**src/rtl/layer_seq_if.sv**
```systemverilog
// Layer sequencer bus: table writes, sequence control and layer outputs.
// LAYER_SEQ_LOOP_EN adds the iter input and the pass_cnt output.
interface layer_seq_if #(
  parameter int DEPTH = 8
) ();
  localparam int AW = $clog2(DEPTH);

  logic          tw_en;
  logic [AW+1:0] tw_addr;
  logic [31:0]   tw_data;
  logic [AW:0]   n_layers;
  logic          start;
  logic          abort;
  logic          done_in;
  logic [127:0]  cfg;
  logic          run;
  logic          wwrite;
  logic          bwrite;
  logic          busy;
  logic [AW-1:0] cur_idx;
  logic          seq_done;
  logic          aborted;
  logic          wr_err;
`ifdef LAYER_SEQ_LOOP_EN
  logic [7:0]    iter;
  logic [7:0]    pass_cnt;
`endif

  modport master (
`ifdef LAYER_SEQ_LOOP_EN
    output iter,
    input  pass_cnt,
`endif
    output tw_en, tw_addr, tw_data,
    output n_layers, start, abort, done_in,
    input  cfg, run, wwrite, bwrite, busy,
    input  cur_idx, seq_done, aborted, wr_err
  );

  modport slave (
`ifdef LAYER_SEQ_LOOP_EN
    input  iter,
    output pass_cnt,
`endif
    input  tw_en, tw_addr, tw_data,
    input  n_layers, start, abort, done_in,
    output cfg, run, wwrite, bwrite, busy,
    output cur_idx, seq_done, aborted, wr_err
  );
endinterface

```
**src/rtl/layer_seq.sv**
```systemverilog
// Layer sequencer: steps a descriptor table, strobing one mode per layer.
// LAYER_SEQ_LOOP_EN repeats the whole table iter+1 times.
module layer_seq #(
  parameter int DEPTH     = 8,
  parameter int SETUP_CYC = 2,
  parameter int GAP_CYC   = 2
) (
  input logic       clk,
  input logic       rst,
  layer_seq_if.slave bus
);
  localparam int AW = $clog2(DEPTH);

  typedef enum logic [2:0] {
    IDLE, LOAD, SETUP, ACTIVE, GAP
  } state_t;

  state_t             state_q, state_d;
  logic [3:0]         cnt_q, cnt_d;
  logic [AW-1:0]      idx_q, idx_d;
  logic [AW:0]        nl_q, nl_d;
  logic               busy_q, busy_d;
  logic [2:0]         strb_q, strb_d;
  logic [127:0]       cfg_q, cfg_d;
  logic [3:0][31:0]   shd_q, shd_d;
  logic               done_q, done_d;
  logic               abt_q, abt_d;
  logic               werr_q, werr_d;
`ifdef LAYER_SEQ_LOOP_EN
  logic [7:0]         iter_q, iter_d;
  logic [7:0]         pass_q, pass_d;
`endif

  logic [31:0]        mem [4*DEPTH];
  logic [31:0]        rd_word;
  logic [AW:0]        nxt_idx;
  logic               last;

  // table is deliberately not reset
  always_ff @(posedge clk) begin
    if (bus.tw_en && !busy_q)
      mem[bus.tw_addr] <= bus.tw_data;
  end

  assign rd_word = mem[{idx_q, cnt_q[1:0]}];
  assign nxt_idx = {1'b0, idx_q} + (AW+1)'(1);
  assign last    = (idx_q == AW'(DEPTH-1))
                || (nxt_idx >= nl_q);

  always_comb begin
    state_d = state_q;
    cnt_d   = cnt_q;
    idx_d   = idx_q;
    nl_d    = nl_q;
    busy_d  = busy_q;
    strb_d  = strb_q;
    cfg_d   = cfg_q;
    shd_d   = shd_q;
    done_d  = 1'b0;
    abt_d   = 1'b0;
    werr_d  = bus.tw_en & busy_q;
`ifdef LAYER_SEQ_LOOP_EN
    iter_d  = iter_q;
    pass_d  = pass_q;
`endif
    if (bus.abort) begin
      state_d = IDLE;
      cnt_d   = '0;
      busy_d  = 1'b0;
      strb_d  = '0;
      abt_d   = 1'b1;
    end else begin
      unique case (state_q)
        IDLE: begin
          if (bus.start) begin
            if (bus.n_layers == '0) begin
              done_d = 1'b1;
            end else begin
              state_d = LOAD;
              busy_d  = 1'b1;
              idx_d   = '0;
              cnt_d   = '0;
              nl_d    = bus.n_layers;
`ifdef LAYER_SEQ_LOOP_EN
              iter_d  = bus.iter;
              pass_d  = '0;
`endif
            end
          end
        end
        LOAD: begin
          if (cnt_q == 4'd4) begin
            cfg_d = shd_q;
            cnt_d = '0;
            if (shd_q[0][29:28] == 2'd3) begin
              state_d = IDLE;
              busy_d  = 1'b0;
              done_d  = 1'b1;
            end else begin
              state_d = SETUP;
            end
          end else begin
            shd_d[cnt_q[1:0]] = rd_word;
            cnt_d = cnt_q + 4'd1;
          end
        end
        SETUP: begin
          if (cnt_q == 4'(SETUP_CYC-1)) begin
            state_d = ACTIVE;
            cnt_d   = '0;
            strb_d  = 3'b001 << cfg_q[29:28];
          end else begin
            cnt_d = cnt_q + 4'd1;
          end
        end
        ACTIVE: begin
          if (bus.done_in) begin
            state_d = GAP;
            strb_d  = '0;
          end
        end
        GAP: begin
          if (cnt_q == 4'(GAP_CYC-1)) begin
            cnt_d = '0;
            if (!last) begin
              idx_d   = idx_q + AW'(1);
              state_d = LOAD;
`ifdef LAYER_SEQ_LOOP_EN
            end else if (pass_q != iter_q) begin
              pass_d  = pass_q + 8'd1;
              idx_d   = '0;
              state_d = LOAD;
`endif
            end else begin
              state_d = IDLE;
              busy_d  = 1'b0;
              done_d  = 1'b1;
            end
          end else begin
            cnt_d = cnt_q + 4'd1;
          end
        end
        default: state_d = IDLE;
      endcase
    end
  end

  always_ff @(posedge clk or posedge rst) begin
    if (rst) begin
      state_q <= IDLE;
      cnt_q   <= '0;
      idx_q   <= '0;
      nl_q    <= '0;
      busy_q  <= 1'b0;
      strb_q  <= '0;
      cfg_q   <= '0;
      shd_q   <= '0;
      done_q  <= 1'b0;
      abt_q   <= 1'b0;
      werr_q  <= 1'b0;
`ifdef LAYER_SEQ_LOOP_EN
      iter_q  <= '0;
      pass_q  <= '0;
`endif
    end else begin
      state_q <= state_d;
      cnt_q   <= cnt_d;
      idx_q   <= idx_d;
      nl_q    <= nl_d;
      busy_q  <= busy_d;
      strb_q  <= strb_d;
      cfg_q   <= cfg_d;
      shd_q   <= shd_d;
      done_q  <= done_d;
      abt_q   <= abt_d;
      werr_q  <= werr_d;
`ifdef LAYER_SEQ_LOOP_EN
      iter_q  <= iter_d;
      pass_q  <= pass_d;
`endif
    end
  end

  assign bus.cfg      = cfg_q;
  assign bus.run      = strb_q[0];
  assign bus.wwrite   = strb_q[1];
  assign bus.bwrite   = strb_q[2];
  assign bus.busy     = busy_q;
  assign bus.cur_idx  = idx_q;
  assign bus.seq_done = done_q;
  assign bus.aborted  = abt_q;
  assign bus.wr_err   = werr_q;
`ifdef LAYER_SEQ_LOOP_EN
  assign bus.pass_cnt = pass_q;
`endif
endmodule

```
**src/flat_wrapper.sv**
```systemverilog
// flat-port wrapper written by rule: the top's interface ports become plain ports
module layer_seq_flat 
#(
  parameter int DEPTH     = 8,
  parameter int SETUP_CYC = 2,
  parameter int GAP_CYC   = 2
)
  (clk, rst, bus_tw_en, bus_tw_addr, bus_tw_data, bus_n_layers, bus_start, bus_abort, bus_done_in, bus_cfg, bus_run, bus_wwrite, bus_bwrite, bus_busy, bus_cur_idx, bus_seq_done, bus_aborted, bus_wr_err);
  layer_seq_if #(.DEPTH(DEPTH)) bus_i ();
  input logic clk;
  input logic rst;
  input wire logic [$bits(bus_i.tw_en)-1:0] bus_tw_en;
  input wire logic [$bits(bus_i.tw_addr)-1:0] bus_tw_addr;
  input wire logic [$bits(bus_i.tw_data)-1:0] bus_tw_data;
  input wire logic [$bits(bus_i.n_layers)-1:0] bus_n_layers;
  input wire logic [$bits(bus_i.start)-1:0] bus_start;
  input wire logic [$bits(bus_i.abort)-1:0] bus_abort;
  input wire logic [$bits(bus_i.done_in)-1:0] bus_done_in;
  output wire logic [$bits(bus_i.cfg)-1:0] bus_cfg;
  output wire logic [$bits(bus_i.run)-1:0] bus_run;
  output wire logic [$bits(bus_i.wwrite)-1:0] bus_wwrite;
  output wire logic [$bits(bus_i.bwrite)-1:0] bus_bwrite;
  output wire logic [$bits(bus_i.busy)-1:0] bus_busy;
  output wire logic [$bits(bus_i.cur_idx)-1:0] bus_cur_idx;
  output wire logic [$bits(bus_i.seq_done)-1:0] bus_seq_done;
  output wire logic [$bits(bus_i.aborted)-1:0] bus_aborted;
  output wire logic [$bits(bus_i.wr_err)-1:0] bus_wr_err;
  assign bus_i.tw_en = bus_tw_en;
  assign bus_i.tw_addr = bus_tw_addr;
  assign bus_i.tw_data = bus_tw_data;
  assign bus_i.n_layers = bus_n_layers;
  assign bus_i.start = bus_start;
  assign bus_i.abort = bus_abort;
  assign bus_i.done_in = bus_done_in;
  assign bus_cfg = bus_i.cfg;
  assign bus_run = bus_i.run;
  assign bus_wwrite = bus_i.wwrite;
  assign bus_bwrite = bus_i.bwrite;
  assign bus_busy = bus_i.busy;
  assign bus_cur_idx = bus_i.cur_idx;
  assign bus_seq_done = bus_i.seq_done;
  assign bus_aborted = bus_i.aborted;
  assign bus_wr_err = bus_i.wr_err;
  layer_seq #(.DEPTH(DEPTH), .SETUP_CYC(SETUP_CYC), .GAP_CYC(GAP_CYC)) u_core (.clk(clk), .rst(rst), .bus(bus_i));
endmodule
```
**config.mk**
```make
export PLATFORM = sky130hd
export DESIGN_NAME = layer_seq_flat
export DESIGN_NICKNAME = d
export VERILOG_FILES = /design/src/rtl/layer_seq_if.sv /design/src/rtl/layer_seq.sv /design/src/flat_wrapper.sv
export SDC_FILE = /design/constraint.sdc
export NUM_CORES = 1
export LEC_CHECK = 0
export BUFFER_PORTS_ARGS = -buffer_cell sky130_fd_sc_hd__buf_2
export CAP_MARGIN = 25
export CORE_ASPECT_RATIO = 0.5
export CORE_MARGIN = 3
export CORE_UTILIZATION = 55
export DETAILED_ROUTE_END_ITERATION = 10
export PLACE_DENSITY = 0.72
export SETUP_SLACK_MARGIN = 0.3
export SYNTH_ARGS = -nofsm -noshare
export SYNTH_HDL_FRONTEND = slang
export SYNTH_SLANG_ARGS = --single-unit
```
**constraint.sdc**
```tcl
create_clock -name clk -period 17.3 [get_ports clk]
set_input_delay 3.46 -clock clk [delete_from_list [all_inputs] [get_ports clk]]
set_output_delay 3.46 -clock clk [all_outputs]
set_load 0.05 [all_outputs]
```
=== Yosys cells after proc, flatten, opt, wreduce, memory -nomap -nowiden ===
Memories as Yosys holds them, arrays and structs flattened.
Index checks and enable logic that the tools add are counted.

* $add $sub $neg: 3
* $lt $le $gt $ge: 3
* Equality and inequality tests: 20
* Shift operators: 1
* Mux-type cells: 47
* Bitwise gates (word level): 4
* Reductions and logical operators: 19

{| class="wikitable"
|+ Operators with widths
! cell !! count
|-
| $bwmux W128 || 1
|-
| $demux W32 S2 || 1
|-
| $mux W3 || 14
|-
| $mux W32 || 1
|-
| $mux W4 || 5
|-
| $mux W1 || 18
|-
| $ne A3 B2 Y1 const B || 5
|-
| $pmux W3 S5 || 1
|-
| $pmux W3 S2 || 2
|-
| $pmux W4 S3 || 1
|-
| $reduce_and A3 Y1 || 4
|-
| $reduce_and A6 Y1 || 2
|-
| $ne A3 B3 Y1 const B || 3
|-
| $reduce_bool A4 Y1 || 2
|-
| $reduce_and A7 Y1 || 1
|-
| $eq A3 B2 Y1 const B || 2
|-
| $eq A3 B3 Y1 const B || 2
|-
| $ne A2 B2 Y1 const B || 3
|-
| $pmux W1 S3 || 2
|-
| $add A3 B1 Y4 const B || 1
|-
| $add A4 B1 Y4 const B || 1
|-
| $eq A4 B1 Y1 const B || 1
|-
| $eq A4 B3 Y1 const B || 1
|-
| $ge A4 B4 Y1 || 1
|-
| other kinds (19) || 22
|}

* Flip-flop bits (word level): 277
* Memory bits (writable): 1024
* Output and inout bits: 138
* Logic and storage cells: 112
* Memories kept: 1

{| class="wikitable"
|+ Memory list
! name !! words !! bits a word !! rd ports !! clocked after memory_dff !! write ports !! line !! text
|-
| u_core.mem || 32 || 32 || 1 || 0 || 1 || layer_seq.sv:34 || <nowiki>logic [31:0] mem [4*DEPTH];</nowiki>
|}

=== Logic depth before layout (Yosys ltp) ===
* Word-level depth: 7
* Depth in mapped cells: 12
* Mapped depth without buffers: 8

=== Least setup slack after synthesis ===
OpenSTA, ideal clock, no wires.

* Path kind: input to register
* From: input bus_tw_en
* To: memory u_core.mem[14][0], enable pin
* Library setup time: 0.421 ns
* Data arrival time: 5.515 ns
* Required time: 16.879 ns
* Slack: 11.364 ns
* Stages on the path: 4
* Cells stage by stage: nand2b_1 -> or3b_2 -> clkbuf_1 -> nor2_1

* Word-level cells in the longest chain between the ends: 3

{| class="wikitable"
|+ RTL lines
! item !! line !! text
|-
| from (decl) || flat_wrapper.sv:12 || <nowiki>input wire logic [$bits(bus_i.tw_en)-1:0] bus_tw_en;</nowiki>
|-
| $logic_and A1 B1 Y1 || layer_seq.sv:41 || <nowiki>if (bus.tw_en && !busy_q)</nowiki>
|-
| $mux W1 || layer_seq.sv:41 ||
|-
| $mux W1 (implied by the code) || layer_seq.sv:42 || <nowiki>mem[bus.tw_addr] <= bus.tw_data;</nowiki>
|-
| to (decl) || layer_seq.sv:34 ||
|}

Every way passes these cells.

=== Worst setup path after layout ===
* From: register u_core.cnt_q[0]
* To: register u_core.shd_q[46] in the netlist's numbering

* Word-level cells in the longest chain between the ends: 5
* Elaborated cells on any way between the ends: 10
* Classes of those cells: order compare (2); eq/ne (1); mux (3); bitwise (1); reduce/logical (2); memory (1)

{| class="wikitable"
|+ RTL lines
! item !! line !! text
|-
| from (decl) || layer_seq.sv:19 || <nowiki>logic [3:0] cnt_q, cnt_d;</nowiki>
|-
| from (signal assigned) || layer_seq.sv:167 || <nowiki>cnt_q <= cnt_d;</nowiki>
|-
| $lt A2 B3 Y1 (implied by the code) or $ge A2 B1 Y1 (tied branches) || layer_seq.sv:103 || <nowiki>shd_d[cnt_q[1:0]] = rd_word;</nowiki>
|-
| $logic_and A1 B1 Y1 (implied by the code) || layer_seq.sv:103 ||
|-
| $mux W32 (implied by the code) || layer_seq.sv:103 ||
|-
| $demux W32 S2 || - ||
|-
| $bwmux W128 || layer_seq.sv:103 ||
|-
| to (signal assigned) || layer_seq.sv:157 || <nowiki>shd_q <= '0;</nowiki>
|-
| to (signal assigned) || layer_seq.sv:173 || <nowiki>shd_q <= shd_d;</nowiki>
|-
| to (decl) || layer_seq.sv:25 || <nowiki>logic [3:0][31:0] shd_q, shd_d;</nowiki>
|}

Parallel ways exist; a longest one is shown, timed or not.
A chain may end at the register's enable or synchronous reset.

==> out/metrics.cfg <==
[status]
status=finished clean

[critical_path]
cp-start-kind=flop
crit_arrival_ns=6.43
endpoint_kind=flop
critical_path_class=flop to flop
worst_ep_required_time_ns=17.88
crit_fanout=104
r2r.worst_path.cells=8

[placement]
gp_congestion=0.792
pre_cts_slack_ns=11.31
placement.io_buffers=184
dp_hpwl_mm=67.4

[sta]
fmaxAchievable_ghz=0.171
finalCritPeriodShare_pct=33.8
maxSlewViolCount=0
post-route-min-period_ns=5.85
fin_skew_ns=0.0274
hold_violations=0
setup_viol=0
worstMarginPinSlew_ns=1.16
setup_slack_ns=11.45
rsz0062_at_grt=false
setup_tns_ns=0
slew_headroom_pct=22.2

[yosys]
post-synth-top-area-cell=edfxtp_1
synth_area_leaders=edfxtp_1, dfrtp_1, mux4_2
ys_seq_elements=1301
syn_nets=2486
synth_edf_count=1024
ys_types=58
synth_ff_type=edfxtp_1
yosys-top-cells-count=edfxtp_1, dfrtp_1, mux2_2, mux4_2, mux2i_1
netlist_area_um2=49500
yosysMostFrequentCell=edfxtp_1
yosysTopAreaCellShare_pct=62.2
ys_seq_area_share_pct=76.2
ys_warn_count=0
ys_async_sr_fraction_pct=21.3
synth_cells=2429
avgSynthCellArea_um2=20.4

[die]
die_h_um=218
row_count=77
die_w_um=430
fp.coreArea_um2=88700
dieArea_um2=93800
initial_core_util_pct=55.8
io_pins=185

[drt]
drt_iter0_drc=2735
route.detailed.drc=0
ant_nets=0
wire_per_inst_um=29.0
firstDrtPassIters=5
vias_per_cell=6.37
num_vias=25102
wirelength_mm=114

[pwr]
leakage_uw=0.0199
ir_drop_mv=0.0808
powerDensity_nw_per_um2=125

[global_routing]
grt_max_degree=129
grt_antenna_before_repair=14
grt_pass1_wl_mm=170
first_global_vias=25481
track_usage_pct=24.7
grt_overflow=0

[clocking]
ctsResizeCount=0
clock-sinks=1301
cts_hold_buffers=0
cts_buffers=108
cts_setup_buffers=0
htreeDepth=3
clk_path_buf_depth=3
tritoncts=yes
clock_latency_ns=0.72
cts-root-buf=clkbuf_16
clk_pin_slew_ns=0.06

[cells_and_area]
drive_gt1_share_pct=33.8
fin_nets=2719
fillCellCount=5883
area_growth_pct=13.2

[flow_run]
drv_cap=0

[worst_hold_path]
hold_class=flop to flop
min_path_cells=2

## worst max-delay path, cell delays in order, from the launching register on
cell and delay [ns]:
dfrtp_4 0.78, buf_12 0.52, buf_4 0.70, buf_4 0.85
mux4_2 0.60, a22o_1 0.25, a2111oi_1 0.87, a21oi_1 0.38
mux2_2 0.38
## placed cells by master (no fill, tap or decap), drive strengths merged, types with 4 or more instances in the layout
cell type / Yosys / routed
edfxtp: 1024 / 1024
dfrtp: 277 / 277
mux2: 259 / 259
buf: 45 / 254
mux4: 187 / 187
clkbuf: 90 / 151
mux2i: 136 / 136
a21oi: 73 / 73
nor2: 49 / 49
clkinv: 0 / 40
a22oi: 33 / 33
a2111oi: 32 / 32
o221ai: 31 / 31
o22ai: 30 / 30
a22o: 30 / 30
nand2: 26 / 26
inv: 11 / 15
nand3: 12 / 12
o21ai: 10 / 10
ha: 10 / 10
bufinv: 0 / 8
a211oi: 5 / 5
nor2b: 5 / 5
diode: 0 / 4
or3b: 4 / 4
nor3: 4 / 4
nand3b: 4 / 4
## per-layer routing
layer	track usage [%]	vias up	share of wire [%]
li1	-	10382	-
met1	37.1	13320	42
met2	37.3	1210	46
met3	5.39	184	10
met4	6.77	6	2.1
met5	0	-	0.028
## cell type report
type | instances | area [um^2] | area share (%)
Inverter | 11 | 48.8 | 0.0871
Clock inverter | 55 | 500 | 0.893
Sequential cell | 1301 | 37700 | 67.3
Timing Repair Buffer | 258 | 1680 | 3.00
Tap cell | 1185 | 1480 | 2.65
Clock buffer | 147 | 3140 | 5.60
Multi-Input combinational cell | 982 | 11500 | 20.5
Antenna cell | 4 | 10.0 | 0.0179
## power breakdown
group          switching (uW)  internal (uW)  leakage, uW
registers                86.8           3520       0.0129
clock network            1100           1390      0.00180
logic                     486            388      0.00520
## flip-flops by register name, indices dropped and copies added (netlist names), 3 cells and up
name / flops
u_core.bus.cfg: 128
u_core.bus.cur_idx: 3
u_core.cnt_q: 4
u_core.mem: 1024
u_core.nl_q: 4
u_core.shd_q: 128
u_core.state_q: 3
u_core.strb_q: 3
## stage by stage
step	utilization (%)	instances	cell area (um^2)	total power (uW)	hold WS (ns)
floorplan	-	2429	49500	4250	0.460
global placement	58.7	3720	52100	4510	0.454
detailed placement	58.9	3730	52300	4540	0.477
CTS	63.0	3932	55900	7010	0.491
global route	63.1	3939	56000	7210	0.510
finish	63.1	3943	56000	6970	0.486
## cell families after synthesis
group,after synthesis,synth area share [%]
AO/OA/AOI/OAI,266,3.85
XOR/XNOR,1,0.0177
adder cells (fa/ha/maj),11,0.273
buffers and inverters,146,1.35
flip-flops,1301,76.2
multiplexers,582,17.2
AND/OR/NAND/NOR,122,1.18
## path summary, 6_finish.rpt
path / startpoint / to / slack, ns
worst max-delay path: u_core.cnt_q[0] / u_core.shd_q[46] / 11.45
worst min-delay path: u_core.strb_q[2] / u_core.strb_q[2] / 0.49
worst max register to register: u_core.cnt_q[0] / u_core.shd_q[46] / 11.45
worst min register to register: u_core.strb_q[2] / u_core.strb_q[2] / 0.49
max in group asynchronous: rst / u_core.shd_q[114] / 12.96
min in group asynchronous: rst / u_core.bus.cfg[100] / 2.88
No activity file was read; power rests on OpenSTA's default activity.
